[src/rtl/hilo_mult_sequencer.sv]
// hilo_mult_sequencer: multi-cycle HI/LO multiply-accumulate sequencer.
//
// Accepts MULT/MULTU/MADD/MSUB/MTHI/MTLO commands from decode. A radix-2
// shift-add multiply runs on operand magnitudes, and the sign is applied at
// write-back. The block owns the HI/LO registers. While a multiply is in
// flight, it stalls any new HI/LO command or mfhi/mflo read.
//
// Optional build macro:
//   HILO_EARLY_TERM_EN - leave the MUL loop as soon as the remaining
//                        multiplier bits are all zero. Latency becomes
//                        1 + max(1, bitlength(|b|)) instead of WIDTH+1.
//                        HI/LO results are identical in both builds.

module hilo_mult_sequencer #(
    parameter int WIDTH = 32
) (
    input  logic             Clk,
    input  logic             Rst_n,
    input  logic             start,
    input  logic [2:0]       op,
    input  logic [WIDTH-1:0] a,
    input  logic [WIDTH-1:0] b,
    input  logic             rd_req,
    output logic [WIDTH-1:0] hi,
    output logic [WIDTH-1:0] lo,
    output logic             busy,
    output logic             done,
    output logic             stall
);

    // Command encodings. 11x is a no-op.
    localparam logic [2:0] OP_MULT  = 3'b000;
    localparam logic [2:0] OP_MULTU = 3'b001;
    localparam logic [2:0] OP_MADD  = 3'b010;
    localparam logic [2:0] OP_MSUB  = 3'b011;
    localparam logic [2:0] OP_MTHI  = 3'b100;
    localparam logic [2:0] OP_MTLO  = 3'b101;

    // The iteration counter must be able to hold WIDTH-1.
    localparam int             CNT_W    = $clog2(WIDTH + 1);
    localparam logic [CNT_W-1:0] LAST_CNT = CNT_W'(WIDTH - 1);

    typedef enum logic [1:0] {
        ST_IDLE = 2'b00,
        ST_MUL  = 2'b01,
        ST_WB   = 2'b10
    } state_e;

    // ------------------------------------------------------------------
    // State
    // ------------------------------------------------------------------
    state_e               state_q,  state_d;
    logic [WIDTH-1:0]     hi_q,     hi_d;
    logic [WIDTH-1:0]     lo_q,     lo_d;
    logic [2*WIDTH-1:0]   acc_q,    acc_d;
    logic [WIDTH-1:0]     mcand_q,  mcand_d;
    logic [WIDTH-1:0]     mplier_q, mplier_d;
    logic [CNT_W-1:0]     count_q,  count_d;
    logic                 neg_q,    neg_d;
    logic [2:0]           op_q,     op_d;
    logic                 busy_q,   busy_d;
    logic                 done_q,   done_d;

    // ------------------------------------------------------------------
    // Command decode and operand conditioning
    // ------------------------------------------------------------------
    logic                 op_is_mul;
    logic                 op_is_signed;
    logic                 op_is_hilo;
    logic [WIDTH-1:0]     a_mag;
    logic [WIDTH-1:0]     b_mag;
    logic                 neg_in;

    // Classify the incoming command and form operand magnitudes for signed ops.
    always_comb begin
        op_is_mul    = (op[2] == 1'b0);
        op_is_signed = op_is_mul && (op != OP_MULTU);
        // A no-op (11x) never touches HI/LO and is never stalled.
        op_is_hilo   = (op[2:1] != 2'b11);
        // Two's-complement negation leaves the most negative value unchanged,
        // which is exactly its magnitude when read as unsigned.
        a_mag        = (op_is_signed && a[WIDTH-1]) ? (~a + 1'b1) : a;
        b_mag        = (op_is_signed && b[WIDTH-1]) ? (~b + 1'b1) : b;
        neg_in       = op_is_signed && (a[WIDTH-1] ^ b[WIDTH-1]);
    end

    // ------------------------------------------------------------------
    // Write-back arithmetic
    // ------------------------------------------------------------------
    logic [2*WIDTH-1:0]   prod;
    logic [2*WIDTH-1:0]   hilo_cur;
    logic [2*WIDTH-1:0]   hilo_new;

    // Apply the product sign, then combine with HI/LO according to the latched op.
    always_comb begin
        prod     = neg_q ? (~acc_q + 1'b1) : acc_q;
        hilo_cur = {hi_q, lo_q};
        hilo_new = prod;
        case (op_q)
            OP_MADD: hilo_new = hilo_cur + prod;
            OP_MSUB: hilo_new = hilo_cur - prod;
            default: hilo_new = prod;
        endcase
    end

    // ------------------------------------------------------------------
    // Shift-add step
    // ------------------------------------------------------------------
    logic [2*WIDTH-1:0]   mcand_shifted;

    // Align the multiplicand with the multiplier bit being consumed this edge.
    always_comb begin
        mcand_shifted = {{WIDTH{1'b0}}, mcand_q} << count_q;
    end

    // ------------------------------------------------------------------
    // Next-state and datapath control
    // ------------------------------------------------------------------
    // Sequence IDLE -> MUL (one multiplier bit per edge) -> WB -> IDLE.
    always_comb begin
        // NOTE: every _d starts from its held value so no branch can leave a
        // signal unassigned and infer a latch.
        state_d  = state_q;
        hi_d     = hi_q;
        lo_d     = lo_q;
        acc_d    = acc_q;
        mcand_d  = mcand_q;
        mplier_d = mplier_q;
        count_d  = count_q;
        neg_d    = neg_q;
        op_d     = op_q;
        busy_d   = busy_q;
        done_d   = 1'b0;

        case (state_q)
            ST_IDLE: begin
                if (start) begin
                    case (op)
                        OP_MTHI: hi_d = a;
                        OP_MTLO: lo_d = a;
                        OP_MULT, OP_MULTU, OP_MADD, OP_MSUB: begin
                            acc_d    = '0;
                            mcand_d  = a_mag;
                            mplier_d = b_mag;
                            neg_d    = neg_in;
                            op_d     = op;
                            count_d  = '0;
                            busy_d   = 1'b1;
                            state_d  = ST_MUL;
                        end
                        default: ;
                    endcase
                end
            end

            ST_MUL: begin
                if (mplier_q[0]) begin
                    acc_d = acc_q + mcand_shifted;
                end
                mplier_d = mplier_q >> 1;
                count_d  = count_q + 1'b1;
                if (count_q == LAST_CNT) begin
                    state_d = ST_WB;
                end
`ifdef HILO_EARLY_TERM_EN
                // No set multiplier bits remain, so the accumulator is final.
                if (mplier_d == '0) begin
                    state_d = ST_WB;
                end
`else
`endif
            end

            ST_WB: begin
                {hi_d, lo_d} = hilo_new;
                busy_d       = 1'b0;
                done_d       = 1'b1;
                state_d      = ST_IDLE;
            end

            default: begin
                state_d = ST_IDLE;
                busy_d  = 1'b0;
            end
        endcase
    end

    // ------------------------------------------------------------------
    // Registers
    // ------------------------------------------------------------------
    // State register with synchronous active-low reset. Any in-flight op is dropped.
    always_ff @(posedge Clk) begin
        // NOTE: non-blocking assignments make every flop sample pre-edge
        // values, independent of statement order.
        if (!Rst_n) begin
            state_q  <= ST_IDLE;
            hi_q     <= '0;
            lo_q     <= '0;
            acc_q    <= '0;
            mcand_q  <= '0;
            mplier_q <= '0;
            count_q  <= '0;
            neg_q    <= 1'b0;
            op_q     <= OP_MULT;
            busy_q   <= 1'b0;
            done_q   <= 1'b0;
        end else begin
            state_q  <= state_d;
            hi_q     <= hi_d;
            lo_q     <= lo_d;
            acc_q    <= acc_d;
            mcand_q  <= mcand_d;
            mplier_q <= mplier_d;
            count_q  <= count_d;
            neg_q    <= neg_d;
            op_q     <= op_d;
            busy_q   <= busy_d;
            done_q   <= done_d;
        end
    end

    // ------------------------------------------------------------------
    // Outputs
    // ------------------------------------------------------------------
    assign hi    = hi_q;
    assign lo    = lo_q;
    assign busy  = busy_q;
    assign done  = done_q;
    // Stall has no register stage, so decode sees it in the same cycle as the request.
    assign stall = busy_q & ((start & op_is_hilo) | rd_req);

endmodule

[config.mk]
export PLATFORM = sky130hd
export DESIGN_NAME = hilo_mult_sequencer
export DESIGN_NICKNAME = d
export VERILOG_FILES = /design/src/rtl/hilo_mult_sequencer.sv
export SDC_FILE = /design/constraint.sdc
export NUM_CORES = 1
export LEC_CHECK = 0
export CAP_MARGIN = 20
export CORE_MARGIN = 8
export CORE_UTILIZATION = 45
export DETAILED_ROUTE_END_ITERATION = 10
export GPL_TIMING_DRIVEN = 1
export PLACE_DENSITY = 0.73
export SLEW_MARGIN = 40
export SYNTH_ARGS = -nofsm -noshare
export SYNTH_HDL_FRONTEND = slang
export SYNTH_SLANG_ARGS = --single-unit
[constraint.sdc]
create_clock -name Clk -period 15.7 [get_ports Clk]
set_input_delay 3.14 -clock Clk [delete_from_list [all_inputs] [get_ports Clk]]
set_output_delay 3.14 -clock Clk [all_outputs]
set_load 0.03 [all_outputs]
==> results of run 1 <==
metal layers:
metal	wire length, microns	vias to the layer above	share of wire (%)	GRT usage (%)
li1	-	11200	-	-
met1	34700	11000	44	37.1
met2	33800	1131	43	40.2
met3	7140	162	9.1	3.57
met4	3220	0	4.1	10.3
met5	0	-	0	0
power by group:
part / switching, mW / total (mW) / internal [mW]
clock: 0.265 / 0.638 / 0.373
sequential: 0.0195 / 0.559 / 0.539
combinational: 0.539 / 0.875 / 0.336
total: 0.823 / 2.07 / 1.25
through the flow:
stage / power (mW) / instance area, sq um / setup slack, ps
final: 2.07 / 24800 / 7990
after global routing: 2.18 / 24800 / 7920
after CTS: 2.06 / 24800 / 7980
after detailed placement: 1.42 / 23900 / 7990
after global placement: 1.42 / 23900 / 8010
after floorplan: 1.21 / 22300 / 8880
logic make-up (layout without fill, tap and decap cells):
kind of cell / count (synthesis) / in the layout
buffers and inverters: 276 / 273
AO/OA/AOI/OAI: 985 / 985
flip-flops: 206 / 206
XOR/XNOR: 290 / 290
multiplexers: 91 / 91
adder cells (fa/ha/maj): 132 / 132
AND/OR/NAND/NOR: 1080 / 1080
sequential cells by signal, summed over array words and instances (netlist names):
| name | cells |
|---|---|
| acc_q | 64 |
| busy | 1 |
| count_q | 6 |
| done | 1 |
| hi | 32 |
| lo | 32 |
| mcand_q | 32 |
| mplier_q | 32 |
| neg_q | 1 |
| op_q | 3 |
| state_q | 2 |
layout make-up:
type	count	area share [%]
multi-input combinational	2578	69.1
tap	664	3.35
inverter	65	1.00
clock buffer	32	2.88
clock inverter	15	0.731
sequential	206	16.7
timing repair buffer	161	6.27
critical path: cells and delay by family:
kind,cells,cell delay (ps)
buffers and inverters,2,1150
AND/OR/NAND/NOR,2,210
AO/OA/AOI/OAI,1,60
cell usage in the layout (no fill, tap or decap), drive strengths merged, types with 25 or more instances in the layout:
cell type	instances
nor2	333
nand2	326
a21oi	242
dfxtp	206
o21ai	200
xor2	156
clkdlybuf4s50	137
xnor2	134
ha	130
a21o	83
a211oi	71
inv	65
nor3	63
nand3	56
mux2i	50
a22oi	46
nand4	44
o31ai	42
a31oi	40
o211ai	38
nor2b	35
or3	33
clkbuf	32
nor4	31
nand2b	30
o21bai	29
a222oi	27
or2	25
and3	25
o22ai	25
final timing paths:
path                            slack, ps          from      endpoint
worst min register to register        460  mplier_q[30]  mplier_q[30]
worst min-delay path                  460  mplier_q[30]  mplier_q[30]
worst max-delay path                 7990         op[2]         stall
worst max register to register       8560      acc_q[0]        hi[31]
==> flow_summary.json, run 1 <==
{
  "die_w_microns": 239,
  "path_common_cell": "clkdlybuf4s50_1",
  "end_kind": "primary output",
  "yosys.area.top_type": "dfxtp_1",
  "ys_seq_area_share_pct": 18.5,
  "first_iter_violations": 2974,
  "rsz0062_at_grt": "false",
  "setup_viol": 0,
  "worstPathRequired_ps": 12560,
  "grt-ovfl-total": 0,
  "ys_top_cells_by_count": "nor2_1, nand2_1, a21oi_1",
  "grt_usage_pct": 26.3,
  "ir_worst_vdd_v": 0.0000815,
  "place_inst": 3674,
  "clock_path_buffers": 3,
  "avgSynthCellArea_sq_um": 7.29,
  "final_antenna_net_count": 0,
  "yosys.area_share.xor_xnor_pct": 11.4,
  "dr.pass1.iters": 7,
  "grt_max_degree": 93,
  "netlist_instances": 3060,
  "critPathMaxFanout": 5,
  "diodes": 0,
  "cp_data_arrival_time_ps": 4570,
  "grt_pass1_vias": 21200,
  "hold_viol": 0,
  "grt_pass1_wl_microns": 122000,
  "cts.sinks": 206,
  "post_cts_buffers": 0,
  "fmax_mhz": 130,
  "timing.final.crit_share_pct": 49.1,
  "drc": 0,
  "cts-hold-fix-buffers": 0,
  "clock_latency_ps": 590,
  "hold_class": "reg2reg",
  "die_area_sq_um": 56900,
  "whs_ps": 462,
  "yosysWarnings": 0,
  "core_sq_um": 49000,
  "synth_edf_count": 0,
  "tns_ps": 0,
  "fillers": 4806,
  "ctsHtreeMaxLevel": 1,
  "dp_hpwl_microns": 60000,
  "status": "complete, no violations",
  "final_cells": 3721,
  "antenna_found_initial": 0,
  "ios": 138,
  "fin_crit_ps": 7710,
  "drv_cap": 0,
  "ys.flop_type": "dfxtp_1",
  "routed_wl_microns": 78900,
  "synth_top_area_share_pct": 18.5,
  "num_rows": 81,
  "utilization_pct": 50.7,
  "synth.area.mux_share_pct": 5.28,
  "yosysUniqueCellTypes": 87,
  "synth_adder_area_share_pct": 7.48,
  "min_path_cells": 2,
  "viasPerCell": 6.33,
  "syn_area_sq_um": 22300,
  "cts_tree": "built",
  "finish.net_count": 3241,
  "power_density_nw_per_um2": 83.5,
  "cp_cell_sequence": "clkdlybuf4s50_1 -> nand2_1 -> a21oi_1 -> nor2b_1 -> clkdlybuf4s50_1",
  "layout-drive-gt1-share_pct": 5.99,
  "area_growth_pct": 11.2,
  "path_class": "in2out",
  "synth_top_family_by_area": "compound AO/OA/AOI/OAI gates",
  "yosysMostFrequentCell": "nor2_1",
  "power_leakage_nw": 10.2,
  "cts_buffers": 26,
  "seq_area_sq_um": 4130,
  "cpPeakStageDelay_ps": 680,
  "io_buffer_count": 137,
  "ff2ff_path_depth": 24,
  "report.final.slew_viol_count": 0,
  "tightest_slew_ps": 836,
  "multiInputGateArea_sq_um": 17100,
  "clk_pin_slew_worst_paths_ps": 60,
  "skew_ps": 29.0,
  "cts_resized": 0,
  "startpoint_type": "primary input",
  "yosys-top-cells-area": "dfxtp_1, ha_1, xor2_1",
  "critPathSlowestCell": "clkdlybuf4s50_1",
  "routedWlPerCell_microns": 21.2,
  "synth_compound_area_share_pct": 29.2,
  "vias": 23500,
  "cts-root-buf": "clkbuf_16",
  "gp_congestion": 1.02,
  "synthSimpleGateAreaFrac_pct": 23.3,
  "ys_seq_elements": 206,
  "die_y_microns": 239,
  "start_util_pct": 45.5,
  "syn_nets": 3263,
  "relSlewSlack_pct": 43.5,
  "async_reset_ff_share_pct": 0
}
Note: power is estimated with default switching activity, not from simulation.
==> inputs of run 2 (changes only) <==
==> constraint.sdc (replaced) <==
create_clock -name Clk -period 8 [get_ports Clk]
set_input_delay 1.6 -clock Clk [delete_from_list [all_inputs] [get_ports Clk]]
set_output_delay 1.6 -clock Clk [all_outputs]
set_load 0.03 [all_outputs]
==> run 2 against run 1 <==
  * Critical path depth increased by 19
  * Die area unchanged
  * Design area rose by 0.13%
  * Flip-flop and latch count is the same
  * Wire length up 2.9%
  * Global-route usage rose by 0.77 points
  * Sequential power is 97% higher
  * Sequential share of layout area about the same
  * Clock skew is essentially flat
  * Critical path type is now reg2reg
==> flow_summary.json, run 2 (same netlist as run 1, synthesis figures left out) <==
{
  "place_inst": 3679,
  "cts_resized": 0,
  "fillers": 4820,
  "layout_commonest_cell": "nor2_1",
  "critPathMaxFanout": 12,
  "cp_cell_sequence": "inv_1 -> ha_1 -> or4b_1 -> or4_4 -> a31oi_1 -> and2_1 -> nand4_2 -> nor4_4 -> o21ai_0 -> nand3b_1 -> o21ai_0 -> xor2_1 -> ha_1 -> a21oi_1 -> o21ai_0 -> a21oi_1 -> o21ai_0 -> a221o_1 -> a21oi_1 -> o22ai_1 -> a21boi_0 -> and3_1 -> o21ai_0 -> a41oi_1",
  "grt_pass1_wl_microns": 125000,
  "ios": 138,
  "io_buffer_count": 137,
  "drv_cap": 0,
  "status": "complete, no violations",
  "cts.sinks": 206,
  "tightest_slew_ps": 816,
  "grt-ovfl-total": 0,
  "skew_ps": 28.7,
  "path_common_cell": "o21ai_0",
  "routed_wl_microns": 81200,
  "clock_latency_ps": 580,
  "tns_ps": 0,
  "clock_path_buffers": 3,
  "die_area_sq_um": 56900,
  "core_sq_um": 49000,
  "ctsHtreeMaxLevel": 1,
  "hold_class": "reg2reg",
  "power_leakage_nw": 10.2,
  "antenna_found_initial": 0,
  "drc": 0,
  "utilization_pct": 50.7,
  "startpoint_type": "register",
  "cpPeakStageDelay_ps": 720,
  "cts-root-buf": "clkbuf_16",
  "cts-hold-fix-buffers": 0,
  "die_w_microns": 239,
  "vias": 23600,
  "grt_pass1_vias": 21300,
  "diodes": 0,
  "report.final.slew_viol_count": 0,
  "cts_buffers": 26,
  "dp_hpwl_microns": 62200,
  "clk_pin_slew_worst_paths_ps": 60,
  "worstPathRequired_ps": 8500,
  "end_kind": "register",
  "layout_common_cells": "nor2_1, nand2_1, a21oi_1",
  "path_class": "reg2reg",
  "post_cts_buffers": 0,
  "dr.pass1.iters": 7,
  "area_growth_pct": 11.4,
  "final_antenna_net_count": 0,
  "grt_usage_pct": 27.1,
  "num_rows": 81,
  "relSlewSlack_pct": 44.8,
  "power_density_nw_per_um2": 163,
  "final_cells": 3727,
  "top_register": "acc_q",
  "setup_viol": 0,
  "start_util_pct": 45.5,
  "ir_worst_vdd_v": 0.000157,
  "finish.net_count": 3246,
  "hold_viol": 0,
  "first_iter_violations": 3015,
  "die_y_microns": 239,
  "layout-drive-gt1-share_pct": 6.20,
  "cp_data_arrival_time_ps": 7500,
  "fin_crit_ps": 7010,
  "critPathSlowestCell": "or4_4",
  "rsz0062_at_grt": "false",
  "grt_max_degree": 85,
  "timing.final.crit_share_pct": 87.6,
  "gp_congestion": 1.01,
  "viasPerCell": 6.34,
  "largest_reg_flops": 64,
  "cts_tree": "built",
  "fmax_mhz": 143,
  "routedWlPerCell_microns": 21.8
}
-- run 2: changes by cell type in the layout (fill, tap and decap cells not counted), sizes merged --
| cell | before | now |
|---|---|---|
| clkinv | 7 | 11 |
| clkbuf | 32 | 31 |
| bufinv | 3 | 2 |
| buf | 24 | 29 |
| inv | 65 | 64 |
-- run 2: path summary, 6_finish.rpt --
kind             from     end  slack (ps)  cells past startpoint
max          acc_q[0]  hi[26]         990                     24
min            hi[18]  hi[18]         470                      2
max reg2reg  acc_q[0]  hi[26]         990                     24
min reg2reg    hi[18]  hi[18]         470                      2
-- run 2: layout make-up --
| class | instances | area (sq um) | share of cell area (%) |
|---|---|---|---|
| multi-input cells | 2578 | 17100 | 69.0 |
| flip-flops and latches | 206 | 4130 | 16.6 |
| repair buffers | 166 | 1610 | 6.46 |
| well taps | 664 | 831 | 3.35 |
| clock buffers | 31 | 709 | 2.86 |
| inverters | 65 | 249 | 1.00 |
| clock inverters | 17 | 163 | 0.655 |
-- run 2: routing by layer --
metal | share of wire, % | vias to the layer above | track usage, % | wire length, microns
met5 | 0 | - | 0 | 0
met4 | 3.5 | 0 | 9.55 | 2860
met3 | 9.6 | 149 | 3.87 | 7780
met2 | 44 | 1198 | 42.2 | 35400
met1 | 43 | 11000 | 37.7 | 35200
li1 | - | 11300 | - | -
-- run 2: metrics by stage --
| step | power, mW | cell area (sq um) | setup slack, ps | hold WS, ps |
|---|---|---|---|---|
| final | 4.06 | 24800 | 991 | 468 |
| after global routing | 4.27 | 24800 | 446 | 505 |
| after CTS | 4.03 | 24800 | 1100 | 465 |
| after detailed placement | 2.81 | 24000 | 1080 | 455 |
| after global placement | 2.83 | 23900 | 1300 | 446 |
| after floorplan | 2.37 | 22300 | 2190 | 432 |
-- run 2: where the power goes --
group	internal, mW	switching (mW)	leakage (nW)
logic	0.662	1.09	8.09
registers	1.06	0.0390	1.67
clock network	0.699	0.516	0.422
total	2.42	1.64	10.2
-- run 2: worst max-delay path, delay by kind of cell, from the launching register on --
kind	cells	cell delay (ps)
compound gates	13	3160
flops	1	390
simple gates	7	2530
buf+inv	1	90
fa+ha+maj	2	580
xor+xnor	1	200
